File: src/rtl/seg7_scan_bcd.sv
`default_nettype none
// ============================================================================
// Module   : seg7_scan_bcd
// Brief    : Latches packed BCD, scans digits with a fixed dwell, drives
//            active-low segment/anode pins with leading-zero blanking.
// Revision : 1.0  initial release
// ============================================================================
module seg7_scan_bcd #(
  parameter int DIGITS   = 2,
  parameter int SCAN_DIV = 4,
  parameter bit BLANK_LZ = 1'b1
) (
  input  logic                CLK,
  input  logic                CLR_N,
  input  logic [4*DIGITS-1:0] D,
  input  logic                LD,
  output logic [6:0]          SEG,
  output logic [DIGITS-1:0]   AN,
  output logic                ERR
);

  localparam int c_IDX_W = (DIGITS > 1) ? $clog2(DIGITS) : 1;
  localparam int c_DIV_W = (SCAN_DIV > 1) ? $clog2(SCAN_DIV) : 1;

  localparam logic [c_IDX_W-1:0] c_IDX_LAST  = c_IDX_W'(DIGITS - 1);
  localparam logic [c_IDX_W-1:0] c_IDX_ONE   = c_IDX_W'(1);
  localparam logic [c_DIV_W-1:0] c_DIV_LAST  = c_DIV_W'(SCAN_DIV - 1);
  localparam logic [c_DIV_W-1:0] c_DIV_ONE   = c_DIV_W'(1);
  localparam logic [6:0]         c_SEG_BLANK = 7'h7F;
  localparam logic [6:0]         c_SEG_DASH  = 7'h3F;

  logic [4*DIGITS-1:0] r_latch;
  logic [c_DIV_W-1:0]  r_div;
  logic [c_IDX_W-1:0]  r_idx;
  logic [6:0]          r_seg;
  logic [DIGITS-1:0]   r_an;
  logic                r_err;

  logic [3:0]          w_nib [DIGITS];
  logic [DIGITS-1:0]   w_nonbcd;
  logic [DIGITS-1:0]   w_zero_from;
  logic [DIGITS-1:0]   w_an_onehot;
  logic [3:0]          w_cur_nib;
  logic                w_cur_blank;

  function automatic logic [6:0] f_decode(input logic [3:0] nib);
    logic [6:0] seg;
    case (nib)
      4'd0:    seg = 7'h40;
      4'd1:    seg = 7'h79;
      4'd2:    seg = 7'h24;
      4'd3:    seg = 7'h30;
      4'd4:    seg = 7'h19;
      4'd5:    seg = 7'h12;
      4'd6:    seg = 7'h02;
      4'd7:    seg = 7'h78;
      4'd8:    seg = 7'h00;
      4'd9:    seg = 7'h10;
      default: seg = c_SEG_DASH;
    endcase
    return seg;
  endfunction

  genvar gi;
  for (gi = 0; gi < DIGITS; gi++) begin : g_nib
    assign w_nib[gi]    = r_latch[4*gi +: 4];
    assign w_nonbcd[gi] = (r_latch[4*gi +: 4] > 4'd9);
  end

  // w_zero_from[i] is set when nibbles i..DIGITS-1 are all zero; non-BCD counts as non-zero
  always_comb begin
    w_zero_from = '0;
    w_zero_from[DIGITS-1] = (w_nib[DIGITS-1] == 4'd0);
    for (int i = DIGITS - 2; i >= 0; i--) begin
      w_zero_from[i] = (w_nib[i] == 4'd0) && w_zero_from[i+1];
    end
  end

  always_comb begin
    w_cur_nib          = w_nib[r_idx];
    w_cur_blank        = BLANK_LZ && (r_idx != '0) && w_zero_from[r_idx];
    w_an_onehot        = '1;
    w_an_onehot[r_idx] = 1'b0;
  end

  always_ff @(posedge CLK) begin
    if (!CLR_N) begin
      r_latch <= '0;
      r_div   <= '0;
      r_idx   <= '0;
      r_seg   <= c_SEG_BLANK;
      r_an    <= '1;
      r_err   <= 1'b0;
    end else begin
      if (LD) begin
        r_latch <= D;
      end
      if (r_div == c_DIV_LAST) begin
        r_div <= '0;
        r_idx <= (r_idx == c_IDX_LAST) ? '0 : r_idx + c_IDX_ONE;
      end else begin
        r_div <= r_div + c_DIV_ONE;
      end
      // Outputs follow the pre-edge idx, so a new digit appears one edge after idx moves
      r_an  <= w_cur_blank ? '1 : w_an_onehot;
      r_seg <= w_cur_blank ? c_SEG_BLANK : f_decode(w_cur_nib);
      r_err <= |w_nonbcd;
    end
  end

  assign SEG = r_seg;
  assign AN  = r_an;
  assign ERR = r_err;

endmodule
`default_nettype wire

File: config.mk
export PLATFORM = sky130hd
export DESIGN_NAME = seg7_scan_bcd
export DESIGN_NICKNAME = d
export VERILOG_FILES = /design/src/rtl/seg7_scan_bcd.sv
export SDC_FILE = /design/constraint.sdc
export NUM_CORES = 1
export LEC_CHECK = 0
export ABC_AREA = 1
export CAP_MARGIN = 25
export CORE_UTILIZATION = 45
export DETAILED_ROUTE_END_ITERATION = 10
export PLACE_DENSITY = 0.72
export SYNTH_ARGS = -nofsm -noshare
export SYNTH_HDL_FRONTEND = slang
export SYNTH_SLANG_ARGS = --single-unit
File: constraint.sdc
create_clock -name CLK -period 2.2 [get_ports CLK]
set_input_delay 0.33 -clock CLK [delete_from_list [all_inputs] [get_ports CLK]]
set_output_delay 0.33 -clock CLK [all_outputs]
set_load 0.01 [all_outputs]
# Word level (Yosys, flattened, before mapping)
# Memory sizes are Yosys's and may differ from the RTL's. A register that Yosys moved wholly into a read port is not among the register bits.
# Index checks and enable logic that the tools add are counted.
[classes]
mux = 8
n_bitwise = 3
n_reduce_logical = 8
eq_ne = 1
addsub = 2
n_lt_le_gt_ge = 5
[op_table]
columns = ["cell", "count"]
rows = [
  ["4-bit 2-to-1 mux", 3],
  ["4-bit greater-than comparator (second input constant)", 2],
  ["4-bit zero test", 2],
  ["2-bit OR reduction", 3],
  ["1-bit 2-to-1 mux", 4],
  ["1-bit logical AND", 3],
  ["2-bit by 1-bit adder with 2-bit output (second input constant)", 1],
  ["2-bit == test (second input constant)", 1],
  ["2-bit greater-or-equal comparator (second input constant)", 1],
  ["1-bit by 2-bit less-than comparator with 1-bit output (second input constant)", 1],
  ["1-bit NOT with 2-bit output", 1],
  ["2-bit NOT", 1],
  ["1-bit adder (second input constant)", 1],
  ["1-bit demux with 1-bit select", 1],
  ["1-bit greater-or-equal comparator (second input constant)", 1],
  ["1-bit NOT", 1],
]
[totals]
ff_bits = 14
mem_count = 1
in_bits = 11
rom_bits = 112
wordCells = 33
out_inout_bits = 10
[memory_table]
columns = ["memory", "depth", "width", "rd", "rd_ports_with_merged_regs", "write_ports", "line_no", "source"]
rows = [
  ["(name not given)", 16, 7, 1, 1, 0, "48", "case (nib)"],
]

# Depth between registers and ports, before layout
[logic_depth]
word_depth = 6
mapped_depth = 9

# Worst setup path after synthesis
# Ideal clock, no wire load.
[synth_timing]
path_type = "reg-to-reg"
startpoint = "reg r_idx"
endpoint = "reg r_seg[0] (netlist: SEG[0])"
path_stages_with_launch = 10
setup_slack_ns = 0.863
required_ns = 2.078
setup_ns = 0.122
path_buffers = 1
arrival_time_ns = 1.215
path_cell_list = "dfxtp_1 > buf_6 > inv_6 > nand2_1 > nand2_1 > inv_2 > ha_1 > nand3b_1 > nand3_1 > nand3_1"
[synth_between]
elab_chain_cells = 4
word_cells_on_any_way = 8
[synth_lines]
columns = ["item", "line_no", "source"]
rows = [
  ["start: declaration", "34", "logic [c_IDX_W-1:0] r_idx;"],
  ["start signal: assignment", "100", "r_idx <= (r_idx == c_IDX_LAST) ? '0 : r_idx + c_IDX_ONE;"],
  ["1-bit 2-to-1 mux (implied by the code) / 1-bit NOT with 2-bit output (equally long branches)", "81, 80", ""],
  ["1-bit 2-to-1 mux (implied by the code) / 4-bit 2-to-1 mux (equally long branches)", "81, 80", ""],
  ["1-bit logical AND / 4-bit 2-to-1 mux (equally long branches)", "81, 80", ""],
  ["2-bit OR reduction (no line) / 4-bit 2-to-1 mux (equally long branches)", "-", ""],
  ["end: declaration", "35", "logic [6:0] r_seg;"],
]
# Parallel ways exist; a longest one is shown, timed or not. The select of a mux whose other input is x is not followed.
# A chain may end at the register's enable or synchronous reset.

# Final worst setup path
[layout_timing]
startpoint = "reg r_idx"
endpoint = "reg r_seg[3] (netlist: SEG[3])"
# Same word-level chain as after synthesis.

==> flow_metrics.py <==
metrics = {
    "route": {
        "first_pass_iters": 5,
        "post_drt_via_cell_ratio": 4.81,
        "wl_um": 1670,
        "vias": 774,
        "drc": 0,
        "wl_per_cell_um": 10.3,
        "drt_iter0_markers": 8,
        "drtAntennaViolNets": 0,
    },
    "logic_synthesis": {
        "syn_area_um2": 950,
        "netlist_instances": 113,
        "syn_nets": 131,
        "ys_types": 21,
        "syn_avg_cell_area_um2": 8.40,
        "ys_seq_area_frac": 0.443,
        "yosysTopAreaCellShare": 0.443,
        "synth_top_area_cell": "dfxtp_1",
        "yosys_register_bits": 21,
        "synth_area_leaders": "dfxtp_1 (44%), ha_1 (9.2%), nand3_1 (8.4%)",
        "yosys_warnings": 0,
    },
    "critical_path": {
        "r2r_cells": 7,
        "cpMostUsedCell": "nand3_1",
        "rrSetupSlack_ps": 620,
        "reg2reg_to": "SEG[3]",
        "path_cells": "inv_6 > nand2_1 > nand2_1 > ha_1 > nand3_1 > nand3_1 > nand3_1",
        "cp_top_family": "flip-flops",
        "r2r_start": "r_idx",
        "crit_fanout": 8,
        "slowest_stage": "dfxtp_1",
        "setup.worst_path.end_class": "flip-flop",
        "crit_arrival_ps": 1780,
        "start_kind": "flip-flop",
        "cp_num_buf_inv": 1,
        "max_stage_delay_ps": 570,
        "critical_path_class": "reg -> reg",
        "required_ps": 2400,
    },
    "sta": {
        "fin_crit_sh": 0.717,
        "min_period_ps": 1580,
        "finalHoldViolCount": 0,
        "slew_headroom": 0.742,
        "setup_viol": 0,
        "setup_tns_ps": 0,
        "max_freq_mhz": 634,
        "fin_skew_ps": 3.09,
        "rsz0062_at_grt": "no",
        "worst_pin_slew_ps": 387,
        "drv_slew": 0,
    },
    "cts": {
        "cts_tree": "built",
        "postCtsHoldBufs": 0,
        "cts_resized": 0,
        "cts.sinks": 21,
        "cts_buffer_depth": 2,
        "cts_buffers": 3,
        "clk_pin_slew_ps": 110,
        "clock_latency_ps": 300,
        "cts_setup_buffers": 0,
        "clockRootBuffer": "clkbuf_4",
        "htree_levels": 1,
    },
    "layout": {
        "areaGrowthSynthToFinish_pct": 25.2,
        "mostFrequentLayoutCell": "dfxtp_1",
        "final_util": 0.600,
        "multi_input_area_um2": 450,
        "drive_above_1_share": 0.134,
        "final_cell_mix": "dfxtp_1 (21), clkdlybuf4s50_1 (20), nand3_1 (16)",
        "final-seq-area_um2": 420,
        "diodes": 0,
        "nFillCells": 162,
        "final_nets": 153,
    },
    "global_routing": {
        "grt_max_degree": 16,
        "antenna_found_initial": 0,
        "top_usage_layer": "met2",
        "grt_pass1_wl_um": 2780,
        "first_global_vias": 658,
        "use_met1": 0.218,
        "grt.met2_usage": 0.289,
        "globalRouteOverflowTotal": 0,
        "grt_util_all_layers": 0.173,
        "met3_usage": 0.0226,
    },
    "hold_path": {
        "holdPathStages": 1,
        "hold_start": "r_div[0]",
        "hold_end": "r_div[0]",
        "hold_class": "reg -> reg",
    },
    "placement": {
        "place.gp.congestion": 0.752,
        "dp_hpwl_um": 1340,
        "port_buffers": 20,
    },
    "die": {
        "boundaryPins": 21,
        "die-area_um2": 2300,
        "rows": 16,
        "core_area_um2": 1980,
        "die-width_um": 47.9,
        "dieHeight_um": 47.9,
        "initial_core_util": 0.479,
    },
    "power_and_ir_drop": {
        "irDropWorstVdd_v": 0.000370,
        "leakagePower_uw": 0.000525,
        "p_per_area_nw_per_um2": 717,
    },
    "flow_run": {
        "maxCapViolations": 0,
    },
    "run_status": {
        "status": "finished clean",
    },
}
[how the worst max path moves through the flow]
stage,from,endpoint,slack [ps],depth (start not counted)
final,r_idx,SEG[3],620,7
after global placement,r_idx,SEG[3],740,7
after detailed placement,r_idx,SEG[3],650,7
after global routing,r_idx,SEG[0],520,7
after floorplan,r_idx,SEG[0],860,9
after CTS,r_idx,SEG[3],630,7
[stage by stage]
stage               total power, uW  setup slack [ps]  hold slack, ps  cells  instance area, um2
detailed placement              679               651             418    157                1160
CTS                             852               633             437    161                1190
global placement                669               742             413    157                1160
finish                          852               622             434    161                1190
floorplan                       589               863             402    113                 950
global route                    905               521             461    161                1190
[power breakdown]
part | total, uW | switching (uW) | internal, uW | leakage [uW]
Combinational | 229 | 118 | 111 | 0.000335
Clock | 183 | 113 | 70.8 | 0.0000150
Sequential | 440 | 19.1 | 421 | 0.000175
[synth_stat cells]
| library cell | instances |
|---|---|
| nor3b_1 | 1 |
| buf_2 | 2 |
| nand2_1 | 14 |
| nand2_4 | 2 |
| nor3_1 | 1 |
| o21ai_0 | 7 |
| clkinv_1 | 1 |
| o21ai_1 | 3 |
| nand3_1 | 16 |
| o21ai_4 | 1 |
| inv_1 | 6 |
| inv_2 | 6 |
| xnor2_1 | 1 |
| a21oi_1 | 8 |
| nand2_2 | 5 |
| inv_6 | 1 |
| ha_1 | 7 |
| dfxtp_1 | 21 |
| buf_6 | 1 |
| nand3b_1 | 4 |
| nor2_1 | 5 |
[area by class of cell]
| cell class | instances | area share |
|---|---|---|
| sequential | 21 | 0.354 |
| multi-input combinational | 75 | 0.379 |
| inverter | 14 | 0.0484 |
| tap | 27 | 0.0284 |
| clock buffer | 4 | 0.0221 |
| timing repair buffer | 20 | 0.168 |
[worst register-to-register path: stages, from the launching register on]
cell and delay [ps]:
dfxtp_1 570, inv_6 100, nand2_1 80, nand2_1 140
ha_1 330, nand3_1 100, nand3_1 100, nand3_1 60
[metal layers]
metal / part of all wire / routed length [um]
met5: 0 / 0
met4: 0.020 / 34
met3: 0.038 / 63
met2: 0.50 / 829
met1: 0.44 / 739
[flip-flops by register name (all words and copies together) (netlist names)]
signal,flops
r_div,2
SEG,7
r_latch,8
ERR,1
r_idx,1
AN,2
[cells by family after synthesis]
logic type                 count (synthesis)  share of synthesized area
DFF                                       21                      0.443
AOI/OAI and AO/OA                         19                      0.112
adders and majority gates                  7                     0.0922
and+or+nand+nor                           48                      0.261
xor gates and xnor gates                   1                    0.00922
buffers and inverters                     17                     0.0830
No activity file was read; power rests on OpenSTA's default activity.
